===== config.mk =====
export PLATFORM = sky130hd
export DESIGN_NAME = akuma_move_ctrl_flat
export DESIGN_NICKNAME = d
export VERILOG_FILES = /design/src/rtl/akuma_move_ctrl_if.sv /design/src/rtl/akuma_move_ctrl.sv /design/src/flat_wrapper.sv
export SDC_FILE = /design/constraint.sdc
export NUM_CORES = 1
export LEC_CHECK = 0
export ABC_AREA = 1
export CAP_MARGIN = 20
export CORE_UTILIZATION = 35
export CTS_CLUSTER_DIAMETER = 80
export DETAILED_ROUTE_END_ITERATION = 8
export PLACE_DENSITY = 0.51
export SLEW_MARGIN = 20
export SYNTH_ARGS = -nofsm -noshare
export SYNTH_HDL_FRONTEND = slang
export SYNTH_SLANG_ARGS = --single-unit

===== constraint.sdc =====
create_clock -name vga_clk -period 6.25 [get_ports vga_clk]
set_clock_uncertainty 0.2 [all_clocks]
set_input_delay 1.25 -clock vga_clk [delete_from_list [all_inputs] [get_ports vga_clk]]
set_output_delay 1.25 -clock vga_clk [all_outputs]
set_load 0.03 [all_outputs]

===== src/rtl/akuma_move_ctrl_if.sv =====
// Control/pose bundle between the player-input side and the Akuma movement controller.
// The master drives the frame strobe and controls; the slave (the controller) drives sprite, position and hitbox flag.
interface akuma_move_ctrl_if;
    logic       frame_tick;
    logic       key_left;
    logic       key_right;
    logic       key_up;
    logic       key_down;
    logic       key_punch;
    logic       dead;
    logic [2:0] sprite;
    logic [9:0] AkumaX;
    logic [9:0] AkumaY;
    logic       attack_active;

    modport master (
        output frame_tick, key_left, key_right, key_up, key_down, key_punch, dead,
        input  sprite, AkumaX, AkumaY, attack_active
    );

    modport slave (
        input  frame_tick, key_left, key_right, key_up, key_down, key_punch, dead,
        output sprite, AkumaX, AkumaY, attack_active
    );
endinterface


===== src/rtl/akuma_move_ctrl.sv =====
// Akuma frame-rate movement/animation controller: state machine, walking, jump physics and attack windows.
// Every update happens on a frame_tick cycle; outputs are registered and held between ticks.
module akuma_move_ctrl #(
    parameter int X_INIT       = 100,
    parameter int GROUND_Y     = 300,
    parameter int X_MIN        = 0,
    parameter int X_MAX        = 560,
    parameter int WALK_STEP    = 2,
    parameter int JUMP_V0      = 12,
    parameter int PUNCH_FRAMES = 12
) (
    input  logic              vga_clk,
    input  logic              Reset,
    akuma_move_ctrl_if.slave  bus
);

    // State encoding doubles as the sprite select code.
    typedef enum logic [2:0] {
        STAND    = 3'd0,
        PUNCH    = 3'd1,
        JUMP     = 3'd2,
        CROUCH   = 3'd3,
        WALK_L   = 3'd4,
        WALK_R   = 3'd5,
        DEATH    = 3'd6,
        JUMP_ATK = 3'd7
    } state_t;

    localparam logic [9:0]         X_INIT_X  = 10'(X_INIT);
    localparam logic [9:0]         GROUND_X  = 10'(GROUND_Y);
    localparam logic [9:0]         X_MIN_X   = 10'(X_MIN);
    localparam logic [9:0]         X_MAX_X   = 10'(X_MAX);
    localparam logic [9:0]         STEP_X    = 10'(WALK_STEP);
    localparam logic [10:0]        X_MIN_W   = 11'(X_MIN);
    localparam logic [10:0]        X_MAX_W   = 11'(X_MAX);
    localparam logic [10:0]        STEP_W    = 11'(WALK_STEP);
    localparam logic signed [10:0] GROUND_S  = 11'(GROUND_Y);
    localparam logic signed [5:0]  V0_S      = 6'(JUMP_V0);
    localparam logic [7:0]         PUNCH_CNT = 8'(PUNCH_FRAMES);

    state_t             state_reg;
    logic [9:0]         x_reg;
    logic [9:0]         y_reg;
    logic signed [5:0]  vy_reg;
    logic [7:0]         cnt_reg;
    logic               punch_prev_reg;
    logic               attack_reg;

    logic               punch_evt;
    logic               go_left;
    logic               go_right;
    logic               in_air;
    logic [10:0]        x_ext;
    logic [9:0]         x_left;
    logic [9:0]         x_right;
    logic [9:0]         x_drift;
    logic [9:0]         y_src;
    logic signed [5:0]  vy_src;
    logic signed [10:0] vy_ext;
    logic signed [10:0] y_next_s;
    logic signed [5:0]  vy_dec;
    logic               landed;

    always_comb begin
        punch_evt = bus.key_punch & ~punch_prev_reg;
        go_left   = bus.key_left & ~bus.key_right;
        go_right  = bus.key_right & ~bus.key_left;
        in_air    = (state_reg == JUMP) || (state_reg == JUMP_ATK);

        // Clamp in 11 bits so stepping below X_MIN or above X_MAX never wraps.
        x_ext   = {1'b0, x_reg};
        x_left  = (x_ext >= X_MIN_W + STEP_W) ? (x_reg - STEP_X) : X_MIN_X;
        x_right = (x_ext + STEP_W > X_MAX_W)  ? X_MAX_X : (x_reg + STEP_X);
        x_drift = go_left ? x_left : (go_right ? x_right : x_reg);

        // On take-off the first physics step runs from the ground with the launch velocity.
        y_src    = in_air ? y_reg  : GROUND_X;
        vy_src   = in_air ? vy_reg : V0_S;
        vy_ext   = {{5{vy_src[5]}}, vy_src};
        y_next_s = $signed({1'b0, y_src}) - vy_ext;
        vy_dec   = vy_src - 6'sd1;
        landed   = (y_next_s >= GROUND_S);
    end

    always_ff @(posedge vga_clk or posedge Reset) begin
        if (Reset) begin
            state_reg      <= STAND;
            x_reg          <= X_INIT_X;
            y_reg          <= GROUND_X;
            vy_reg         <= '0;
            cnt_reg        <= '0;
            punch_prev_reg <= 1'b0;
            attack_reg     <= 1'b0;
        end else if (bus.frame_tick) begin
            punch_prev_reg <= bus.key_punch;
            if (state_reg != DEATH) begin
                if (bus.dead) begin
                    state_reg  <= DEATH;
                    attack_reg <= 1'b0;
                end else begin
                    case (state_reg)
                        STAND, WALK_L, WALK_R, CROUCH: begin
                            if (punch_evt) begin
                                state_reg  <= PUNCH;
                                cnt_reg    <= PUNCH_CNT;
                                attack_reg <= 1'b1;
                            end else if (bus.key_up) begin
                                x_reg <= x_drift;
                                if (landed) begin
                                    state_reg <= STAND;
                                    y_reg     <= GROUND_X;
                                    vy_reg    <= '0;
                                end else begin
                                    state_reg <= JUMP;
                                    y_reg     <= y_next_s[9:0];
                                    vy_reg    <= vy_dec;
                                end
                            end else if (bus.key_down) begin
                                state_reg <= CROUCH;
                            end else if (go_left) begin
                                state_reg <= WALK_L;
                                x_reg     <= x_left;
                            end else if (go_right) begin
                                state_reg <= WALK_R;
                                x_reg     <= x_right;
                            end else begin
                                state_reg <= STAND;
                            end
                        end
                        PUNCH: begin
                            if (cnt_reg <= 8'd1) begin
                                state_reg  <= STAND;
                                cnt_reg    <= '0;
                                attack_reg <= 1'b0;
                            end else begin
                                cnt_reg <= cnt_reg - 8'd1;
                            end
                        end
                        JUMP, JUMP_ATK: begin
                            x_reg <= x_drift;
                            // Touching ground ends the jump even if an air attack is still running.
                            if (landed) begin
                                state_reg  <= STAND;
                                y_reg      <= GROUND_X;
                                vy_reg     <= '0;
                                cnt_reg    <= '0;
                                attack_reg <= 1'b0;
                            end else begin
                                y_reg  <= y_next_s[9:0];
                                vy_reg <= vy_dec;
                                if (state_reg == JUMP && punch_evt) begin
                                    state_reg  <= JUMP_ATK;
                                    cnt_reg    <= PUNCH_CNT;
                                    attack_reg <= 1'b1;
                                end else if (state_reg == JUMP_ATK) begin
                                    if (cnt_reg <= 8'd1) begin
                                        state_reg  <= JUMP;
                                        cnt_reg    <= '0;
                                        attack_reg <= 1'b0;
                                    end else begin
                                        cnt_reg <= cnt_reg - 8'd1;
                                    end
                                end
                            end
                        end
                        DEATH: begin
                        end
                        default: begin
                            state_reg <= STAND;
                        end
                    endcase
                end
            end
        end
    end

    assign bus.sprite        = state_reg;
    assign bus.AkumaX        = x_reg;
    assign bus.AkumaY        = y_reg;
    assign bus.attack_active = attack_reg;

endmodule


===== src/flat_wrapper.sv =====
// flat-port wrapper written by rule: the top's interface ports become plain ports
module akuma_move_ctrl_flat 
#(
    parameter int X_INIT       = 100,
    parameter int GROUND_Y     = 300,
    parameter int X_MIN        = 0,
    parameter int X_MAX        = 560,
    parameter int WALK_STEP    = 2,
    parameter int JUMP_V0      = 12,
    parameter int PUNCH_FRAMES = 12
)
  (vga_clk, Reset, bus_frame_tick, bus_key_left, bus_key_right, bus_key_up, bus_key_down, bus_key_punch, bus_dead, bus_sprite, bus_AkumaX, bus_AkumaY, bus_attack_active);
  akuma_move_ctrl_if bus_i ();
  input  logic vga_clk;
  input  logic Reset;
  input wire logic [$bits(bus_i.frame_tick)-1:0] bus_frame_tick;
  input wire logic [$bits(bus_i.key_left)-1:0] bus_key_left;
  input wire logic [$bits(bus_i.key_right)-1:0] bus_key_right;
  input wire logic [$bits(bus_i.key_up)-1:0] bus_key_up;
  input wire logic [$bits(bus_i.key_down)-1:0] bus_key_down;
  input wire logic [$bits(bus_i.key_punch)-1:0] bus_key_punch;
  input wire logic [$bits(bus_i.dead)-1:0] bus_dead;
  output wire logic [$bits(bus_i.sprite)-1:0] bus_sprite;
  output wire logic [$bits(bus_i.AkumaX)-1:0] bus_AkumaX;
  output wire logic [$bits(bus_i.AkumaY)-1:0] bus_AkumaY;
  output wire logic [$bits(bus_i.attack_active)-1:0] bus_attack_active;
  assign bus_i.frame_tick = bus_frame_tick;
  assign bus_i.key_left = bus_key_left;
  assign bus_i.key_right = bus_key_right;
  assign bus_i.key_up = bus_key_up;
  assign bus_i.key_down = bus_key_down;
  assign bus_i.key_punch = bus_key_punch;
  assign bus_i.dead = bus_dead;
  assign bus_sprite = bus_i.sprite;
  assign bus_AkumaX = bus_i.AkumaX;
  assign bus_AkumaY = bus_i.AkumaY;
  assign bus_attack_active = bus_i.attack_active;
  akuma_move_ctrl #(.X_INIT(X_INIT), .GROUND_Y(GROUND_Y), .X_MIN(X_MIN), .X_MAX(X_MAX), .WALK_STEP(WALK_STEP), .JUMP_V0(JUMP_V0), .PUNCH_FRAMES(PUNCH_FRAMES)) u_core (.vga_clk(vga_clk), .Reset(Reset), .bus(bus_i));
endmodule

==> impl_metrics.py <==
metrics = {
    "timing": {
        "slew_headroom_pct": 33.0,
        "fmax_mhz": 268,
        "rsz0062_at_grt": "false",
        "fin_crit_ps": 3730,
        "worst_slack_ps": 2520,
        "maxSlewViolCount": 0,
        "fin_crit_sh_pct": 59.6,
        "setup_tns_ps": 0,
        "hold_violations": 0,
        "worst_pin_slew_ps": 1000,
        "setup_viol": 0,
    },
    "clock_tree": {
        "cts-hold-fix-buffers": 0,
        "ctsHtreeMaxLevel": 2,
        "clock-sinks": 38,
        "cts_tree": "yes",
        "cts_root_buffer": "clkbuf_8",
        "clock_latency_ps": 290,
        "postCtsSetupBuffers": 0,
        "cts_buffer_depth": 2,
        "clkTransAtPathRegs_ps": 80,
        "cts_resized": 0,
        "cts_inserted_buffers": 5,
    },
    "route": {
        "vias": 3280,
        "routed_wl_um": 8640,
        "drcViolationCount": 0,
        "routed_via_density": 5.11,
        "drt-pass1-iter-count": 4,
        "drt_iter0_markers": 143,
        "wl_per_cell_um": 13.5,
        "route.antenna.remaining_nets": 0,
    },
    "synth": {
        "syn-num-nets": 523,
        "postSynth.asyncResetShare_pct": 100,
        "synthesis.area_um2": 3310,
        "synthDistinctLibCells": 44,
        "syn_inst": 499,
        "synth_ff_type": "dfrtp_1",
        "synthTopCellsByArea": "dfrtp_1, nand2_1, inv_1",
        "ys_seq_elements": 38,
        "post_synth.cell_area_avg_um2": 6.64,
        "synth_warnings": 0,
        "ys_seq_area_share_pct": 29.0,
        "synth_largest_area_cell": "dfrtp_1",
        "synth_edf_count": 0,
        "yosys.area.top_type_share_pct": 23.4,
    },
    "placement": {
        "gp_congestion": 0.877,
        "dp_hpwl_um": 6630,
        "placed_area_um2": 3730,
        "pre_cts_slack_ps": 2480,
        "port_buffers": 31,
    },
    "critical_path": {
        "end_kind": "flop",
        "cp.arrival_ps": 3720,
        "worst-setup-path-type": "flop to flop",
        "start_kind": "flop",
        "cp_max_fo": 16,
        "required_ps": 6240,
    },
    "status": {
        "outcome": "complete, no violations",
    },
    "cells_and_area": {
        "drive_above_1_share_pct": 9.60,
        "antenna_cells": 0,
        "syn_to_final_growth_pct": 15.5,
        "final_common_cell": "nand2_1",
        "final_util_pct": 41.6,
        "num-fill-cells": 990,
        "final_cell_mix": "nand2_1, inv_1, nor2_1",
        "design_area_um2": 3830,
        "largest_register_ff_count": 10,
        "nets": 554,
    },
    "floorplan": {
        "die_h_um": 99.3,
        "die_area_um2": 9860,
        "initial_core_util_pct": 36.0,
        "rows": 35,
        "core_um2": 9200,
        "fp.dieW_um": 99.3,
        "ios": 33,
    },
    "global_routing": {
        "first_global_vias": 3079,
        "grt_pass1_wl_um": 14700,
        "grt_usage_pct": 18.3,
        "grt_max_degree": 39,
        "antenna_found_initial": 0,
        "grt-ovfl-total": 0,
    },
    "hold_path": {
        "worst_hold_path_type": "flop to flop",
    },
    "job": {
        "cap_violations": 0,
    },
}
[cell families (layout without fill, tap and decap cells)]
group           after synthesis  in the layout  synth area share (%)
other cells                   1              1                 0.113
flops                        38             38                  29.0
buf+inv                      84            116                  10.0
xor+xnor                     10             10                  2.64
fa+ha+maj                    15             15                  5.89
simple gates                282            282                  39.9
compound gates               69             69                  12.5
[Yosys cell counts (all sizes together), types with 3 or more instances]
library cell,n
nand3b,3
o22ai,11
a21oi,20
nor4,4
nor2,56
o21bai,3
a31oi,8
ha,14
buf,5
o21ai,20
nand4,21
nand2,145
clkbuf,5
xor2,9
nor3,9
or2,4
nand3,40
inv,74
dfstp,7
dfrtp,31
[stage by stage]
stage | hold slack (ps) | std cells
after global placement | 289 | 634
after global routing | 323 | 642
after floorplan | 259 | 499
after CTS | 308 | 642
after detailed placement | 291 | 634
final | 301 | 642
[worst max-delay path, cell delays in order, from the launching register on]
cell and delay [ps]:
dfrtp_1 450, inv_1 160, nand3_2 120, nand2_2 310, nand2_1 100, ha_1 240
fa_1 430, o21ai_0 180, nand2_1 90, nand2_1 90, nand2_1 80, nand2_1 60
nand2_1 70, nand2_1 60, nand2_1 40, nand2_1 70, nand3_1 80, nand2_1 80
nand2_2 70, nand2_4 150, nand3_1 110, nand2_2 180, inv_4 90, nand2_1 80
nand2_1 40
[area by class of cell]
class,instances,area (µm²),share of cell area (%)
Tap cell,111,139,3.63
Clock inverter,2,12.5,0.327
Sequential cell,38,960,25.1
Multi-Input combinational cell,377,2020,52.8
Clock buffer,6,82.6,2.16
Inverter,74,280,7.32
Timing Repair Buffer,34,333,8.70
[path summary, 6_finish.rpt]
check	from	to	slack, ps	cells after the start
worst max-delay path	u_core.bus.sprite[2]	u_core.cnt_reg[4]	2520	24
worst min-delay path	u_core.vy_reg[2]	u_core.vy_reg[2]	300	2
worst max register to register	u_core.bus.sprite[2]	u_core.cnt_reg[4]	2520	24
worst min register to register	u_core.vy_reg[2]	u_core.vy_reg[2]	300	2
max in group asynchronous	Reset	u_core.bus.AkumaX[5]	4300	3
min in group asynchronous	Reset	u_core.cnt_reg[7]	1170	3
[layer usage]
layer | GRT usage [%] | wire length, µm
met1 | 26.6 | 4470
met2 | 29.6 | 3890
met3 | 2.11 | 252
met4 | 3.17 | 26
met5 | 0 | 0
Power is not shown: default switching activity piles up to over one toggle a cycle in this logic, so the estimate is an artifact.
